## config.mk

```make
export PLATFORM = sky130hd
export DESIGN_NAME = dma_io_peripheral
export DESIGN_NICKNAME = d
export VERILOG_FILES = /design/src/rtl/dma_io_peripheral.sv
export SDC_FILE = /design/constraint.sdc
export NUM_CORES = 1
export LEC_CHECK = 0
export BUFFER_PORTS_ARGS = -buffer_cell sky130_fd_sc_hd__buf_2
export CORE_MARGIN = 3
export CORE_UTILIZATION = 46
export CTS_CLUSTER_DIAMETER = 100
export CTS_CLUSTER_SIZE = 30
export DETAILED_ROUTE_END_ITERATION = 10
export HOLD_SLACK_MARGIN = 0.06
export PLACE_DENSITY = 0.66
export SYNTH_ARGS = -nofsm -noshare
export SYNTH_HDL_FRONTEND = slang
export SYNTH_SLANG_ARGS = --single-unit
```

## constraint.sdc

```tcl
create_clock -name CLK -period 3.5 [get_ports CLK]
set_input_delay 0.175 -clock CLK [delete_from_list [all_inputs] [get_ports CLK]]
set_output_delay 0.175 -clock CLK [all_outputs]
set_load 0.005 [all_outputs]
```

## src/rtl/dma_io_peripheral.sv

```systemverilog
// DMA device endpoint: local FIFO, DREQ/DACK handshake, transfer commits on strobe rising edge.
// DONE and FIFO update land one cycle after strobe rise; DREQ drops when FIFO cannot serve.
module dma_io_peripheral #(
  parameter int DATAWIDTH  = 8,
  parameter int FIFO_DEPTH = 8,
  parameter int LENWIDTH   = 16
) (
  input  logic                          CLK,
  input  logic                          RESET,
  input  logic                          START,
  input  logic                          DIR,
  input  logic [LENWIDTH-1:0]           BLOCK_LEN,
  output logic                          DREQ,
  input  logic                          DACK,
  input  logic                          IOR_N,
  input  logic                          IOW_N,
  input  logic                          EOP_N_IN,
  output logic                          EOP_N_OUT,
  output logic                          EOP_OE,
  input  logic [DATAWIDTH-1:0]          DB_IN,
  output logic [DATAWIDTH-1:0]          DB_OUT,
  output logic                          DB_OE,
  input  logic                          LOC_WR_EN,
  input  logic [DATAWIDTH-1:0]          LOC_WR_DATA,
  input  logic                          LOC_RD_EN,
  output logic [DATAWIDTH-1:0]          LOC_RD_DATA,
  output logic                          LOC_FULL,
  output logic                          LOC_EMPTY,
  output logic [$clog2(FIFO_DEPTH):0]   FIFO_COUNT,
  output logic                          BUSY,
  output logic                          DONE,
  output logic                          OVF_ERR,
  output logic                          UNF_ERR
);
  localparam int AW = $clog2(FIFO_DEPTH);
  localparam int CW = AW + 1;
  localparam int RW = LENWIDTH + 1;

  typedef enum logic [1:0] {S_IDLE, S_REQ, S_ACK, S_STROBE} state_t;

  state_t               state;
  logic                 dir_q, busy_q, done_q, ovf_q, unf_q, eop_pend, strb_low_q;
  logic [RW-1:0]        remaining;
  logic [DATAWIDTH-1:0] mem [FIFO_DEPTH];
  logic [AW-1:0]        wr_ptr, rd_ptr;
  logic [CW-1:0]        count;
  logic [DATAWIDTH-1:0] db_q;

  logic strobe_n, empty, full, ready, commit, last, eop_now, end_blk;
  logic bus_pop, bus_push, push_req, pop_req, do_push, do_pop;
  logic [DATAWIDTH-1:0] push_dat;

  // Only the strobe matching the latched direction is ever looked at.
  assign strobe_n = dir_q ? IOW_N : IOR_N;
  assign empty    = (count == '0);
  assign full     = (count == CW'(FIFO_DEPTH));
  assign ready    = dir_q ? ~full : ~empty;
  assign commit   = (state == S_STROBE) && strobe_n && strb_low_q;
  assign last     = (remaining == RW'(1));
  assign eop_now  = ~EOP_N_IN & DACK & ~EOP_OE & busy_q;
  assign end_blk  = eop_now | eop_pend;

  assign bus_pop  = commit & ~dir_q;
  assign bus_push = commit & dir_q;
  assign push_req = bus_push | LOC_WR_EN;
  assign pop_req  = bus_pop | LOC_RD_EN;
  assign do_pop   = pop_req & ~empty;
  assign do_push  = push_req & (~full | do_pop);
  assign push_dat = bus_push ? db_q : LOC_WR_DATA;

  always_ff @(posedge CLK or posedge RESET) begin
    if (RESET) begin
      wr_ptr     <= '0;
      rd_ptr     <= '0;
      count      <= '0;
      ovf_q      <= 1'b0;
      unf_q      <= 1'b0;
      db_q       <= '0;
      strb_low_q <= 1'b0;
      for (int i = 0; i < FIFO_DEPTH; i++) mem[i] <= '0;
    end else begin
      strb_low_q <= ~strobe_n;
      if (!IOW_N && DACK) db_q <= DB_IN;
      if (do_push) begin
        mem[wr_ptr] <= push_dat;
        wr_ptr      <= wr_ptr + AW'(1);
      end
      if (do_pop) rd_ptr <= rd_ptr + AW'(1);
      if (do_push && !do_pop)      count <= count + CW'(1);
      else if (!do_push && do_pop) count <= count - CW'(1);
      if (push_req && full && !do_pop) ovf_q <= 1'b1;
      if (bus_pop && empty)            unf_q <= 1'b1;
    end
  end

  always_ff @(posedge CLK or posedge RESET) begin
    if (RESET) begin
      state     <= S_IDLE;
      dir_q     <= 1'b0;
      busy_q    <= 1'b0;
      done_q    <= 1'b0;
      remaining <= '0;
      eop_pend  <= 1'b0;
    end else begin
      done_q <= 1'b0;
      case (state)
        S_IDLE: if (START) begin
          busy_q    <= 1'b1;
          dir_q     <= DIR;
          remaining <= (BLOCK_LEN == '0) ? {1'b1, {LENWIDTH{1'b0}}} : {1'b0, BLOCK_LEN};
          eop_pend  <= 1'b0;
          state     <= S_REQ;
        end
        S_REQ: begin
          if (end_blk) begin
            state <= S_IDLE; busy_q <= 1'b0; done_q <= 1'b1; remaining <= '0; eop_pend <= 1'b0;
          end else if (DACK) state <= S_ACK;
        end
        S_ACK: begin
          if (!strobe_n) begin
            state <= S_STROBE;
            if (eop_now) eop_pend <= 1'b1;
          end else if (end_blk) begin
            state <= S_IDLE; busy_q <= 1'b0; done_q <= 1'b1; remaining <= '0; eop_pend <= 1'b0;
          end else if (!DACK) state <= S_REQ;
        end
        S_STROBE: begin
          if (eop_now) eop_pend <= 1'b1;
          if (commit) begin
            remaining <= remaining - RW'(1);
            if (last || end_blk) begin
              state <= S_IDLE; busy_q <= 1'b0; done_q <= 1'b1; remaining <= '0; eop_pend <= 1'b0;
            end else state <= S_REQ;
          end
        end
        default: state <= S_IDLE;
      endcase
    end
  end

  // Empty-FIFO bus read presents all-ones while the strobe is in progress.
  assign DB_OUT      = empty ? ((state == S_STROBE && !dir_q) ? '1 : '0) : mem[rd_ptr];
  assign DB_OE       = ~dir_q & DACK & ~IOR_N & ((state == S_ACK) || (state == S_STROBE));
  assign DREQ        = ((state == S_REQ) && ready) || (state == S_ACK) || (state == S_STROBE);
  assign EOP_OE      = (state == S_STROBE) && last;
  assign EOP_N_OUT   = 1'b0;
  assign LOC_RD_DATA = mem[rd_ptr];
  assign LOC_FULL    = full;
  assign LOC_EMPTY   = empty;
  assign FIFO_COUNT  = count;
  assign BUSY        = busy_q;
  assign DONE        = done_q;
  assign OVF_ERR     = ovf_q;
  assign UNF_ERR     = unf_q;
endmodule
```

* Word-level counts from Yosys, hierarchy flattened
Cells that the tools add are included.
** Word-level totals
- Bits in registers :: 108
- Input bits :: 42
** Operators by class
- Order comparisons :: 3
- Reductions and logical operators :: 28
- Bitwise gates (word level) :: 23
- Equal/unequal tests :: 11
- Mux-type cells :: 47
- Add/sub/neg operators :: 5
** Operator list (count)
- $mux 17 :: 6
- $pmux 17 s4 :: 1
- $bwmux 64 :: 1
- $mux 8 :: 6
- $bmux 8 s3 :: 1
- $demux 8 s3 :: 1
- $mux 1 :: 18
- $eq 17x1->1 const B :: 1
- $sub 17x1->17 const B :: 1
- $logic_not 16->1 :: 1
- $mux 2 :: 7
- $logic_and 1x1->1 :: 12
- $and 1x1->1 :: 10
- $ge 4x4->1 const B :: 2
- $mux 4 :: 2
- $ne 2x2->1 const B :: 4
- $not 3->4 :: 2
- $pmux 1 s4 :: 2
- $pmux 2 s4 :: 1
- $reduce_and 4->1 :: 2
- $not 1->1 :: 7
- $add 3x1->3 const B :: 2
- $add 4x1->4 const B :: 1
- $eq 2x2->1 const B :: 2
- other kinds (15) :: 24

* Longest topological paths before layout
- Depth in word-level cells :: 12
- Gate-level depth with buffers :: 14
- Gate-level depth less buffers :: 12

* Least setup slack after synthesis
OpenSTA, ideal clock, no wires.
- Path type :: flip-flop to flip-flop
- From :: reg count[0], in the netlist FIFO_COUNT[0]
- To :: reg count[3], in the netlist FIFO_COUNT[3]
- Clock period less this slack :: 2.995 ns
- Arrival time :: 2.873 ns
- Buffers on the path :: 1
- Data required time :: 3.378 ns
- Slack :: 0.505 ns
- Stages on the path, launching flop included :: 13
- Path through :: dfrtp_1 -> or3_1 -> clkbuf_1 -> o31ai_4 -> nand2_1 -> ha_1 -> inv_1 -> ha_1 -> a21o_1 -> a21oi_1 -> xnor2_1 -> nor2_1 -> xnor2_1
** On the way
- Longest elaborated chain between the ends :: 8
- Elaborated cells on any way between the ends :: 16
** RTL lines
- start, declared :: line 46 : logic [CW-1:0] count;
- start signal, assigned :: line 89 : if (do_push && !do_pop) count <= count + CW'(1);
- start signal, assigned :: line 90 : else if (!do_push && do_pop) count <= count - CW'(1);
- $logic_not 4->1 :: line 55 : assign empty = (count == '0);
- $not 1->1 :: line 67 : assign do_pop = pop_req & ~empty;
- $and 1x1->1 :: line 67
- $or 1x1->1 (*) :: line 68 : assign do_push = push_req & (~full | do_pop);
- $and 1x1->1 (*) :: line 68
- net do_push :: line 50 : logic bus_pop, bus_push, push_req, pop_req, do_push, do_pop;
- $logic_not 1->1 :: line 90
- $logic_and 1x1->1 :: line 90
- $reduce_bool 2->1 (no source line)
The timed path passes the listed nets; every way through them passes the cells marked *. The select of a mux whose other input is x is not followed.
A chain may end at the register's enable or synchronous reset.

* Final worst setup path
- From :: reg state[0]
- To :: reg count[3], in the netlist FIFO_COUNT[3]
** On the way
- Longest elaborated chain between the ends :: 11
- Elaborated cells on any way between the ends :: 16
** RTL lines
- start, declared :: line 41 : state_t state;
- start signal, assigned :: line 98 : state <= S_IDLE;
- start signal, assigned :: line 112 : state <= S_REQ;
- start signal, assigned :: line 116 : state <= S_IDLE; busy_q <= 1'b0; done_q <= 1'b1; remaining <= '0; eop_pend <= 1'b0;
- $eq 2x2->1 (*) :: line 58 : assign commit = (state == S_STROBE) && strobe_n && strb_low_q;
- $logic_and 1x1->1 (*) (2 in a row) :: line 58
- $and 1x1->1 :: line 63 : assign bus_pop = commit & ~dir_q;
- $or 1x1->1 :: line 66 : assign pop_req = bus_pop | LOC_RD_EN;
- $and 1x1->1 :: line 67
- $or 1x1->1 :: line 68
- $and 1x1->1 :: line 68
- $logic_not 1->1 :: line 90
- $logic_and 1x1->1 :: line 90
- $reduce_bool 2->1 (no source line)
Mark *: on every way between the ends. The rest lies on a longest branch, timed or not.

==> results.md <==
### Outcome
- run status: finished clean

### Global routing
- antenna violations before repair: 0
- pin count of the biggest net entering global routing: 63
- number of global-route vias before repair: 4588
- Total GRT Usage: 21.94%
- aggregate global routing overflow: 0
- global-route wire length before repair: 23250 um

### Placement
- total half-perimeter wirelength after legalization and detailed placement: 9748 um
- weighted congestion reported at the end of routability-driven placement: 0.8779
- Placement Setup Slack: 583.2 ps
- Port Buffers: 70

### Timing
- Finish-stage setup viols: 0
- Fmax: 0.3405 GHz
- number of hold violations in the final report: 0
- tightest slew margin relative to the limit: 30.41%
- unrepaired setup endpoints after global routing: no
- Final TNS setup: 0 ps
- clock period minus final worst setup slack: 2937 ps
- largest clock skew in the final design: 6.623 ps
- Final Max Slew Viols: 0
- Worst-Margin Slew: 1042 ps
- setup ws final: 562.8 ps
- final worst path period share: 83.92%

### Setup path
- largest delay contributor family on the critical path: adder cells
- CP Cell Sequence: ha_1 > and4b_1 > o21ai_0 > ha_1 > inv_1 > ha_1 > a21o_1 > a21oi_1 > xnor2_1 > nor2_1 > xnor2_1
- slowest stage cell, crit path: sky130_fd_sc_hd__o21ai_0
- worst r2r src: state[0]
- delay of the slowest critical-path stage: 480 ps
- first element of the critical path: state[0]
- Worst setup EP type: flop
- most used cell, CP: sky130_fd_sc_hd__ha_1
- critical path type: reg2reg
- kind of start point of the critical path: flop
- CP Buf/Inv Count: 1
- data arrival time of the critical path: 3170 ps
- largest fanout on the critical path: 10
- data required time of the worst path: 3740 ps

### Finish
- area growth from synthesis to layout: 17.10%
- count of nets after finishing: 694
- Antenna diodes: 0
- layout cells sized above 1: 24.38%
- end-of-flow core utilization: 56.68%

### Clock tree
- Clk pin slew, worst setup/hold paths: 70 ps
- number of buffers inserted during clock tree synthesis: 9
- number of gates resized after cts: 0
- TritonCTS clock tree: yes
- H-tree depth: 3
- postcts setup bufs: 0
- clk_lat worst skew: 350 ps
- CTS Root Buffer Type: sky130_fd_sc_hd__clkbuf_16
- buffers from clock root to sink, at most: 2
- total clock sinks: 108
- number of hold-repair buffers added at the cts stage: 10

### Yosys
- Post-synth ARST share: 100.0%
- unique cell type count in the Yosys netlist: 57
- cells after synthesis: 559
- proportion of synthesized chip area in sequential cells: 47.48%
- number of flops mapped to enable cells by yosys: 0
- summed instance area of the synthesized netlist: 0.005692 mm2
- post-synth top area share: 47.48%
- most area-consuming cells after synthesis: sky130_fd_sc_hd__dfrtp_1, sky130_fd_sc_hd__mux4_2, sky130_fd_sc_hd__nor2_1
- library cell with the largest summed area after synthesis: sky130_fd_sc_hd__dfrtp_1
- net count after synthesis: 614
- Synth Area per Inst: 10.18 um2
- flip-flop and latch count after synthesis: 108
- total number of yosys warnings: 0
- most used flip-flop cell after synthesis: sky130_fd_sc_hd__dfrtp_1

### Routing
- Detailed Route Iter0 Violations: 278
- ANT nets after route: 0
- total routed wirelength: 14080 um
- routed len/inst: 17.42 um
- drt first pass iters: 5
- Via Count: 4652
- DRC violation count after routing: 0
- Via-to-Cell Ratio: 5.757

### Die
- CORE AREA: 0.01176 mm2
- number of top-level pins: 72
- DIE WIDTH: 117.2 um
- Chip Height: 117.2 um
- Cell Rows: 39
- die area: 0.01374 mm2
- Initial Util: 48.40%

### Flow run
- count of maximum capacitance violations: 0

### Power
- Leakage: 2.920 nW
- maximum VDD drop: 0.0003802 V
- Pwr Density: 972.9 mW/mm2

### Hold path
- type of the most critical hold path: in2reg
- launch instance of the worst min-delay path: BLOCK_LEN[14]

[per-stage QoR]
stage | power (mW) | std cells | hold WS [ps] | instance area, um2
after floorplan | 4.445 | 559 | 325.5 | 5692
after global placement | 5.330 | 782 | 364.6 | 6264
after detailed placement | 5.436 | 782 | 375.8 | 6264
after CTS | 6.508 | 808 | 132.5 | 6665
after global routing | 7.023 | 808 | 146.4 | 6665
final | 6.485 | 808 | 143.5 | 6665
[state kept, by name, summed over array words and instances, names as in the netlist]
register,cells
rd_ptr,3
FIFO_COUNT,4
eop_pend,1
dir_q,1
remaining,17
OVF_ERR,1
mem,64
DONE,1
UNF_ERR,1
strb_low_q,1
db_q,8
BUSY,1
wr_ptr,3
state,2
[logic make-up after synthesis]
kind of cell,count (synthesis),synth area share [%]
AND/OR/NAND/NOR,172,13.70
AO/OA/AOI/OAI,146,17.43
flip-flops,108,47.48
buffers and inverters,62,4.506
multiplexers,48,12.44
adder cells (fa/ha/maj),13,2.990
XOR/XNOR,9,1.385
other,1,0.06589
[final timing paths]
path	endpoint	slack [ps]	depth (start not counted)
worst max-delay path	FIFO_COUNT[3]	560	11
worst min-delay path	remaining[14]	140	3
worst max register to register	FIFO_COUNT[3]	560	11
worst min register to register	UNF_ERR	470	1
max in group asynchronous	wr_ptr[0]	2150	4
min in group asynchronous	db_q[1]	510	3
[Yosys cell counts (all sizes together), types with 4 or more instances]
master,number
a221oi,15
nor3,5
clkbuf,16
mux4,16
inv,30
o21ai,7
nor2b,4
ha,12
a21oi,72
buf,16
a2111oi,4
a22oi,4
nor2,95
nand2,27
nand3,7
xnor2,7
mux2,22
nor4,7
and2,4
o22ai,15
a211oi,5
a32oi,8
dfrtp,108
mux2i,10
[metal layers]
layer | track usage, % | vias to the layer above | wire length, um
met5 | 0 | - | 0
met2 | 34.65 | 167 | 6679
met3 | 3.445 | 22 | 885
li1 | - | 2196 | -
met4 | 7.722 | 0 | 265
met1 | 30.94 | 2267 | 6248
[cell usage in the layout (no fill, tap or decap), types with 10 or more instances in the layout]
cell type / n
sky130_fd_sc_hd__a21oi_1: 71
sky130_fd_sc_hd__a221oi_1: 15
sky130_fd_sc_hd__buf_2: 70
sky130_fd_sc_hd__buf_4: 21
sky130_fd_sc_hd__dfrtp_1: 108
sky130_fd_sc_hd__dlygate4sd3_1: 10
sky130_fd_sc_hd__ha_1: 12
sky130_fd_sc_hd__inv_1: 28
sky130_fd_sc_hd__mux2_2: 22
sky130_fd_sc_hd__mux2i_1: 10
sky130_fd_sc_hd__mux4_2: 16
sky130_fd_sc_hd__nand2_1: 27
sky130_fd_sc_hd__nor2_1: 95
sky130_fd_sc_hd__o22ai_1: 15
[tightest hold or removal path, delay by kind of cell]
family                 cells  cell delay [ps]
AO/OA/AOI/OAI              2              160
buffers and inverters      1              100
[where the power goes]
part | leakage [nW] | internal [mW] | total, mW | switching, mW
Combinational | 1.51 | 1.51 | 3.18 | 1.67
Clock | 0.144 | 0.581 | 1.05 | 0.465
Sequential | 1.26 | 1.80 | 2.26 | 0.454
[cell type report]
type                       count  area [um2]
fill                        1011        5095
multi-input combinational    389        2733
sequential                   108        2703
timing repair buffer         101       608.1
clock buffer                  12       246.5
tap                          164       205.2
inverter                      30       115.1
clock inverter                 4       55.05
(Power assumes the default switching activity.)
